<file path="src/rtl/proc_mem_arb_pkg.sv">
// Shared message layouts and constants for the two-port to one-port memory arbiter.
package proc_mem_arb_pkg;

    localparam int REQ_W  = 65;
    localparam int RESP_W = 33;

    localparam logic MEM_READ  = 1'b0;
    localparam logic MEM_WRITE = 1'b1;

    localparam logic TAG_IMEM = 1'b0;
    localparam logic TAG_DMEM = 1'b1;

    typedef struct packed {
        logic        typ;
        logic [31:0] addr;
        logic [31:0] data;
    } mem_req_t;

    typedef struct packed {
        logic        typ;
        logic [31:0] data;
    } mem_resp_t;

    function automatic logic req_tag(input logic dmem_granted);
        return dmem_granted ? TAG_DMEM : TAG_IMEM;
    endfunction

endpackage

</file>
<file path="src/rtl/proc_mem_arb_tag_fifo.sv">
// In-order tag FIFO recording which requester owns each in-flight memory request.
module proc_mem_arb_tag_fifo
    import proc_mem_arb_pkg::*;
#(
    parameter int P_DEPTH = 2
) (
    input  logic i_clk,
    input  logic i_rst,
    input  logic i_push,
    input  logic i_push_tag,
    input  logic i_pop,
    output logic o_full,
    output logic o_empty,
    output logic o_head
);

    localparam int PW = (P_DEPTH > 1) ? $clog2(P_DEPTH) : 1;
    localparam int CW = $clog2(P_DEPTH + 1);

    logic [P_DEPTH-1:0] r_tags;
    logic [PW-1:0]      r_wr_ptr;
    logic [PW-1:0]      r_rd_ptr;
    logic [CW-1:0]      r_count;

    logic w_push;
    logic w_pop;

    function automatic logic [PW-1:0] next_ptr(input logic [PW-1:0] ptr);
        return (ptr == PW'(P_DEPTH - 1)) ? '0 : ptr + PW'(1);
    endfunction

    assign o_full  = (r_count == CW'(P_DEPTH));
    assign o_empty = (r_count == '0);
    assign o_head  = r_tags[r_rd_ptr];

    // Guard against protocol misuse; a full FIFO never takes a push even if it pops.
    assign w_push = i_push & ~o_full;
    assign w_pop  = i_pop & ~o_empty;

    always_ff @(posedge i_clk) begin
        if (i_rst) begin
            r_tags   <= '0;
            r_wr_ptr <= '0;
            r_rd_ptr <= '0;
            r_count  <= '0;
        end else begin
            if (w_push) begin
                r_tags[r_wr_ptr] <= i_push_tag;
                r_wr_ptr         <= next_ptr(r_wr_ptr);
            end
            if (w_pop) begin
                r_rd_ptr <= next_ptr(r_rd_ptr);
            end
            case ({w_push, w_pop})
                2'b10:   r_count <= r_count + CW'(1);
                2'b01:   r_count <= r_count - CW'(1);
                default: r_count <= r_count;
            endcase
        end
    end

endmodule

</file>
<file path="src/rtl/proc_mem_arb.sv">
// Shares one memory port between imem (port 0) and dmem (port 1); dmem has fixed
// priority and in-order responses are steered back using the tag FIFO.
module proc_mem_arb
    import proc_mem_arb_pkg::*;
#(
    parameter int p_num_outstanding = 2
) (
    input  logic              i_clk,
    input  logic              i_rst,

    input  logic              i_imemreq_val,
    output logic              o_imemreq_rdy,
    input  logic [REQ_W-1:0]  i_imemreq_msg,
    output logic              o_imemresp_val,
    input  logic              i_imemresp_rdy,
    output logic [RESP_W-1:0] o_imemresp_msg,

    input  logic              i_dmemreq_val,
    output logic              o_dmemreq_rdy,
    input  logic [REQ_W-1:0]  i_dmemreq_msg,
    output logic              o_dmemresp_val,
    input  logic              i_dmemresp_rdy,
    output logic [RESP_W-1:0] o_dmemresp_msg,

    output logic              o_memreq_val,
    input  logic              i_memreq_rdy,
    output logic [REQ_W-1:0]  o_memreq_msg,
    input  logic              i_memresp_val,
    output logic              o_memresp_rdy,
    input  logic [RESP_W-1:0] i_memresp_msg
);

    mem_req_t  w_imem_req;
    mem_req_t  w_dmem_req;
    mem_resp_t w_mem_resp;

    logic w_live;
    logic w_grant_d;
    logic w_grant_i;
    logic w_full;
    logic w_empty;
    logic w_head;
    logic w_req_xfer;
    logic w_resp_xfer;

    assign w_imem_req = i_imemreq_msg;
    assign w_dmem_req = i_dmemreq_msg;
    assign w_mem_resp = i_memresp_msg;

    // Every handshake output is held low while reset is asserted.
    assign w_live = ~i_rst;

    assign w_grant_d = i_dmemreq_val;
    assign w_grant_i = i_imemreq_val & ~i_dmemreq_val;

    // Request side depends only on registered FIFO state, never on any resp_rdy.
    assign o_memreq_val  = w_live & (i_imemreq_val | i_dmemreq_val) & ~w_full;
    assign o_dmemreq_rdy = w_live & w_grant_d & i_memreq_rdy & ~w_full;
    assign o_imemreq_rdy = w_live & w_grant_i & i_memreq_rdy & ~w_full;
    assign o_memreq_msg  = w_grant_d ? w_dmem_req : w_imem_req;

    assign w_req_xfer = o_memreq_val & i_memreq_rdy;

    assign o_imemresp_val = w_live & i_memresp_val & ~w_empty & (w_head == TAG_IMEM);
    assign o_dmemresp_val = w_live & i_memresp_val & ~w_empty & (w_head == TAG_DMEM);
    assign o_memresp_rdy  = w_live & ~w_empty &
                            ((w_head == TAG_DMEM) ? i_dmemresp_rdy : i_imemresp_rdy);
    assign o_imemresp_msg = w_mem_resp;
    assign o_dmemresp_msg = w_mem_resp;

    assign w_resp_xfer = i_memresp_val & o_memresp_rdy;

    proc_mem_arb_tag_fifo #(
        .P_DEPTH (p_num_outstanding)
    ) u_tag_fifo (
        .i_clk      (i_clk),
        .i_rst      (i_rst),
        .i_push     (w_req_xfer),
        .i_push_tag (req_tag(w_grant_d)),
        .i_pop      (w_resp_xfer),
        .o_full     (w_full),
        .o_empty    (w_empty),
        .o_head     (w_head)
    );

    // A response with nothing in flight has no owner and is left unacknowledged.
    always_ff @(posedge i_clk) begin
        if (!i_rst) begin
            assert (!(i_memresp_val && w_empty))
                else $error("proc_mem_arb: memresp_val asserted with no request in flight");
        end
    end

endmodule

</file>
<file path="config.mk">
export PLATFORM = sky130hd
export DESIGN_NAME = proc_mem_arb
export DESIGN_NICKNAME = d
export VERILOG_FILES = /design/src/rtl/proc_mem_arb_pkg.sv /design/src/rtl/proc_mem_arb_tag_fifo.sv /design/src/rtl/proc_mem_arb.sv
export SDC_FILE = /design/constraint.sdc
export NUM_CORES = 1
export LEC_CHECK = 0
export ABC_AREA = 1
export CORE_AREA = 2 2 119 121
export DETAILED_ROUTE_END_ITERATION = 8
export DIE_AREA = 0 0 121 123
export PLACE_DENSITY_LB_ADDON = 0.1
export SLEW_MARGIN = 10
export SYNTH_ARGS = -nofsm -noshare
export SYNTH_HDL_FRONTEND = slang
export SYNTH_SLANG_ARGS = --single-unit
</file>
<file path="constraint.sdc">
create_clock -name i_clk -period 3.2 [get_ports i_clk]
set_input_delay 0.8 -clock i_clk [delete_from_list [all_inputs] [get_ports i_clk]]
set_output_delay 0.8 -clock i_clk [all_outputs]
set_load 0.05 [all_outputs]
</file>
==> impl_metrics.toml, run 1 <==
[timing]
slew_headroom_pct = 76.4
setup_viol = 0
rsz0062_at_grt = "false"
slew_violations = 0
skew_ns = 0.00217
finalCriticalPeriod_ns = 2.86
fmax_ghz = 0.350
tns_ns = 0
tightest_slew_ns = 0.352
period_share_pct = 89.4
hold-worst-slack_ns = 0.471
finalHoldViolCount = 0

[power]
powerDensity_nw_per_um2 = 266
leakagePower_uw = 0.00202
peakVddDrop_v = 0.000206

[outcome]
status = "finished clean"

[yosys]
ys_seq_area_share_pct = 6.72
ys_warn_count = 0
synthCells = 346
syn_nets = 518
synthDistinctLibCells = 19
ys_ff_latch = 6
synth_area_um2 = 1790
avgSynthCellArea_um2 = 5.17

[drt]
drc = 0
via_count = 2395
firstDrtPassIters = 4
drt-initial-drc-count = 54
postRouteAntennaNets = 0
avgViaCountPerCell = 3.63
routed_wl_um = 8230
drt-wirelength-per-cell_um = 12.5

[critical_path]
cp_cell_sequence = "clkdlybuf4s50_1 -> inv_4 -> nand2_2 -> nor2_4 -> inv_1 -> a21oi_1 -> buf_12"
critPathMaxFanout = 8
worst_setup_path_end_kind = "primary output"
slowest_delay_ns = 0.49
r2r_slack_ns = 1.59
startpoint_type = "input pin"
rr_startpoint = "u_tag_fifo.r_count[1]$_SDFFE_PP0P_"
slowest_stage = "clkdlybuf4s50_1"
r2r_cells = 9
cp-startpoint = "i_rst"
cp_top_family = "buffers and inverters"
r2r_end = "u_tag_fifo.r_count[1]$_SDFFE_PP0P_"
crit_buf_inv = 4
critPathKind = "input pin to primary output"
arrival_ns = 2.06
crit_required_ns = 2.40

[placement]
hpwlAfterDp_um = 6740
port_buffers = 208
gp_congestion = 0.735
place_inst = 657

[global_routing]
grt_max_degree = 40
antenna_found_initial = 0
grt_pass1_wl_um = 11900
grt_pass1_vias = 2219
grt_usage_pct = 10.0
grt_overflow_total = 0

[floorplanning]
ios = 308
fp.dieW_um = 121
die_h_um = 123
die_area_um2 = 14900
core_area_um2 = 13600
start_util_pct = 13.1
placementRows = 43

[clocking]
clk_pin_slew_worst_paths_ns = 0.03
cts-root-buf = "clkbuf_16"
cts_hold_buf = 0
htree_levels = 1
cts_tree = "done"
cts_setup_buffers = 0
worstSkewPairLatency_ns = 0.23
cts.path.max_buffers = 2
cts.sinks = 6
cts_inserted_buffers = 3
cts_resized = 0

[final_layout]
final_common_cell = "nand2_1"
fin_cells = 660
nNetsFinal = 654
final_cell_mix = "nand2_1, clkdlybuf4s50_1, buf_12"
filler_cell_count = 1464
antenna_cells = 0
seqCellArea_um2 = 120
multi_input_area_um2 = 995
syn_to_final_growth_pct = 142
drive_gt1_share_pct = 19.8

[worst_hold_path]
hold_path.class = "register to register"
holdPathEnd = "u_tag_fifo.r_tags[0]$_SDFFE_PP0P_"
holdCritStartpoint = "u_tag_fifo.r_tags[0]$_SDFFE_PP0P_"
holdPathStages = 2

[flow_run]
drv_cap = 0
worst max path at each step:
| stage | to | slack (ns) | depth (start not counted) |
|---|---|---|---|
| 2_1_floorplan | o_imemreq_rdy | 0.20 | 3 |
| 3_3_place_gp | o_dmemresp_val | 0.35 | 7 |
| 3_5_place_dp | o_dmemresp_val | 0.34 | 7 |
| 4_1_cts | o_dmemresp_val | 0.33 | 7 |
| 5_1_grt | o_imemreq_rdy | 0.23 | 5 |
| 6_report | o_dmemresp_val | 0.34 | 7 |
per-layer routing:
metal / part of all wire [%] / GRT usage (%) / routed length (µm) / vias to the layer above
met4: 2.0 / 2.69 / 163 / 0
met2: 45 / 16.5 / 3730 / 134
met3: 13 / 4.52 / 1110 / 22
li1: - / - / - / 1239
met1: 39 / 11.8 / 3230 / 1000
met5: 0 / 0 / 0 / -
state kept, by name, summed over array words and instances (netlist names):
name,cells
u_tag_fifo.r_count,2
u_tag_fifo.r_rd_ptr,1
u_tag_fifo.r_tags,2
u_tag_fifo.r_wr_ptr,1
worst min-delay path, cell delays in order (launching register included):
cell and delay (ns):
dfxtp_1 0.31, inv_1 0.07, a21oi_2 0.05
synthesized netlist by cell type (all sizes together):
| cell type | number | area (µm²) |
|---|---|---|
| nor2 | 13 | 71.3 |
| buf | 81 | 611 |
| dfxtp | 6 | 120 |
| nand2 | 212 | 806 |
| ha | 1 | 12.5 |
| o21ai | 2 | 10.0 |
| a21oi | 6 | 37.5 |
| nor3 | 2 | 10.0 |
| nand3 | 5 | 35.0 |
| nand4 | 2 | 12.5 |
| inv | 16 | 62.6 |
per-stage QoR:
step / area [µm²] / setup WS, ns / total power, µW / util (%)
floorplan: 1790 / 0.202 / 669 / -
global placement: 4250 / 0.347 / 952 / 31.2
detailed placement: 4250 / 0.336 / 954 / 31.2
CTS: 4320 / 0.333 / 1160 / 31.7
global route: 4320 / 0.230 / 1200 / 31.7
finish: 4320 / 0.341 / 1150 / 31.7
cell type report:
cell class | count | area share [%]
flip-flops and latches | 6 | 2.78
clock buffers | 3 | 1.74
inverters | 16 | 1.45
well taps | 180 | 5.21
multi-input cells | 243 | 23.0
repair buffers | 212 | 65.8
logic make-up after synthesis:
| group | after synthesis | share of synthesized area [%] |
|---|---|---|
| compound gates | 8 | 2.66 |
| flops | 6 | 6.72 |
| fa+ha+maj | 1 | 0.700 |
| buf+inv | 97 | 37.6 |
| simple gates | 234 | 52.3 |
report_power, final:
part,leakage [µW],internal (µW),switching (µW),total [µW]
Clock,0.0000370,160,42.2,203
Combinational,0.00194,440,421,862
Sequential,0.0000489,79.7,3.99,83.7
Total,0.00202,680,468,1150
Note: power is estimated with default switching activity, not from simulation.
==> run 2: changes to the inputs <==
Settings changed: SETUP_SLACK_MARGIN from default to 0.05.
==> results of run 2 <==
Final layout, timing and power as in run 1 (identical DEF).
==> run 3: changes to the inputs <==
Settings changed: PLACE_DENSITY from default to 0.58, PLACE_DENSITY_LB_ADDON 0.1 to default, SLEW_MARGIN 10 to default.
==> run 3 against run 2 <==
  * Worst hold slack got worse by 0.011 ns
  * Design area is 0.58% lower
  * Core utilization down 0.18 points
  * Global-route usage shrank 0.11 points
  * Register-to-register slack about the same
  * Power grew 0.32%
  * Maximum frequency grew 0.27%
  * Combinational power about the same
  * Sequential power decreased by 0.6%
  * Flip-flop and latch count unchanged
  * Sequential share of layout area about the same
  * Largest cell class unchanged
  * Largest power group unchanged
==> impl_metrics.toml, run 3 (synthesis gave the netlist of run 1 again) <==
[global_routing]
grt_overflow_total = 0
met1_usage_pct = 12.2
grt_busiest_layer = "met2"
grt_usage_pct = 9.93
grt_pass1_wl_um = 11400
grt_pass1_vias = 2128
antenna_found_initial = 0
grt_max_degree = 39
grt_use_met2_pct = 15.5
use_met3_pct = 3.83

[timing]
setup_viol = 0
finalHoldViolCount = 0
slew_headroom_pct = 73.5
skew_ns = 0.00180
rsz0062_at_grt = "false"
slew_violations = 0
tns_ns = 0
finalCriticalPeriod_ns = 2.85
tightest_slew_ns = 0.398
fmax_ghz = 0.351
period_share_pct = 89.1

[clocking]
cts_setup_buffers = 0
cts.sinks = 6
cts_inserted_buffers = 3
cts.path.max_buffers = 2
cts-root-buf = "clkbuf_16"
clk_pin_slew_worst_paths_ns = 0.03
cts_resized = 0
worstSkewPairLatency_ns = 0.23
cts_hold_buf = 0
cts_tree = "done"
htree_levels = 1

[final_layout]
multi_input_area_um2 = 995
final_cell_mix = "nand2_1, clkdlybuf4s50_1, buf_12"
filler_cell_count = 1441
seqCellArea_um2 = 120
reg_top3 = "u_tag_fifo.r_count x2, u_tag_fifo.r_tags x2"
fin_cells = 660
final_common_cell = "nand2_1"
syn_to_final_growth_pct = 140
antenna_cells = 0
nNetsFinal = 654
design_area_um2 = 4300
drive_gt1_share_pct = 19.8

[placement]
place_inst = 657
gp_congestion = 0.783
hpwlAfterDp_um = 7130
dpl_cell_area_um2 = 4220
port_buffers = 208

[floorplanning]
die_h_um = 123
fp.dieW_um = 121
ios = 308
placementRows = 43
die_area_um2 = 14900
core_area_um2 = 13600
start_util_pct = 13.1

[flow_run]
drv_cap = 0

[power]
powerDensity_nw_per_um2 = 268
sw_frac_of_total_pct = 41.3
leakagePower_uw = 0.00201
clkPwrFrac_pct = 17.7
peakVddDrop_v = 0.000264
p_seq_share_pct = 7.2
p_switching_uw = 475
p_comb_share_pct = 75.1
internal-power_uw = 676

[outcome]
status = "finished clean"

[drt]
drt-wirelength-per-cell_um = 12.7
postRouteAntennaNets = 0
routed_wl_um = 8380
drc = 0
avgViaCountPerCell = 3.54
via_count = 2336
firstDrtPassIters = 4
drt-initial-drc-count = 43

[critical_path]
arrival_ns = 2.05
r2r_cells = 9
critPathKind = "input pin to primary output"
worst_setup_path_end_kind = "primary output"
crit_required_ns = 2.40
critPathMaxFanout = 8
startpoint_type = "input pin"
cp-startpoint = "i_rst"
rr_startpoint = "u_tag_fifo.r_count[1]$_SDFFE_PP0P_"

[worst_hold_path]
holdCritStartpoint = "u_tag_fifo.r_tags[0]$_SDFFE_PP0P_"
holdPathStages = 2
hold_path.class = "register to register"
==> run 3: cell counts in the layout (fill, tap and decap cells not counted) <==
Identical to the previous run, type by type.
==> run 3: layout make-up <==
class,count,area share [%]
timing repair buffer,212,65.6
inverter,16,1.46
multi-input combinational,243,23.2
clock buffer,3,1.75
sequential,6,2.80
tap,180,5.24
==> run 3: per-stage QoR <==
stage	util [%]	hold slack, ns	worst slack [ns]	power (µW)
after global placement	31.0	0.459	0.358	956
after global routing	31.6	0.479	0.257	1200
final	31.6	0.459	0.348	1150
after floorplan	-	0.438	0.202	669
after detailed placement	31.0	0.454	0.348	955
after CTS	31.6	0.461	0.349	1170
==> run 3: power groups by stage <==
stage          Clock, µW  Combinational (µW)  Sequential (µW)
2_1_floorplan          0                 586             83.5
3_3_place_gp           0                 871             84.3
3_5_place_dp           0                 871             84.3
4_1_cts              207                 875             83.2
5_1_grt              211                 906             83.7
6_report             204                 865             83.2
==> run 3: per-layer routing <==
| metal | part of all wire [%] | wire length (µm) | up-vias |
|---|---|---|---|
| met5 | 0 | 0 | - |
| met4 | 3.9 | 326 | 0 |
| met3 | 12 | 980 | 41 |
| met2 | 44 | 3690 | 132 |
| met1 | 40 | 3380 | 932 |
| li1 | - | - | 1231 |
==> run 3: path summary, 6_finish.rpt <==
path / to / slack, ns
setup / recovery: o_dmemresp_val / 0.35
setup reg to reg: u_tag_fifo.r_count[1]$_SDFFE_PP0P_ / 1.59
hold reg to reg: u_tag_fifo.r_tags[0]$_SDFFE_PP0P_ / 0.46
hold / removal: u_tag_fifo.r_tags[0]$_SDFFE_PP0P_ / 0.46
==> run 3: worst max-delay path: stages <==
cell and delay, ns:
clkdlybuf4s50_1 0.49, inv_4 0.13, nand2_2 0.07, nor2_4 0.11, inv_1 0.06, a21oi_1 0.21, buf_12 0.17
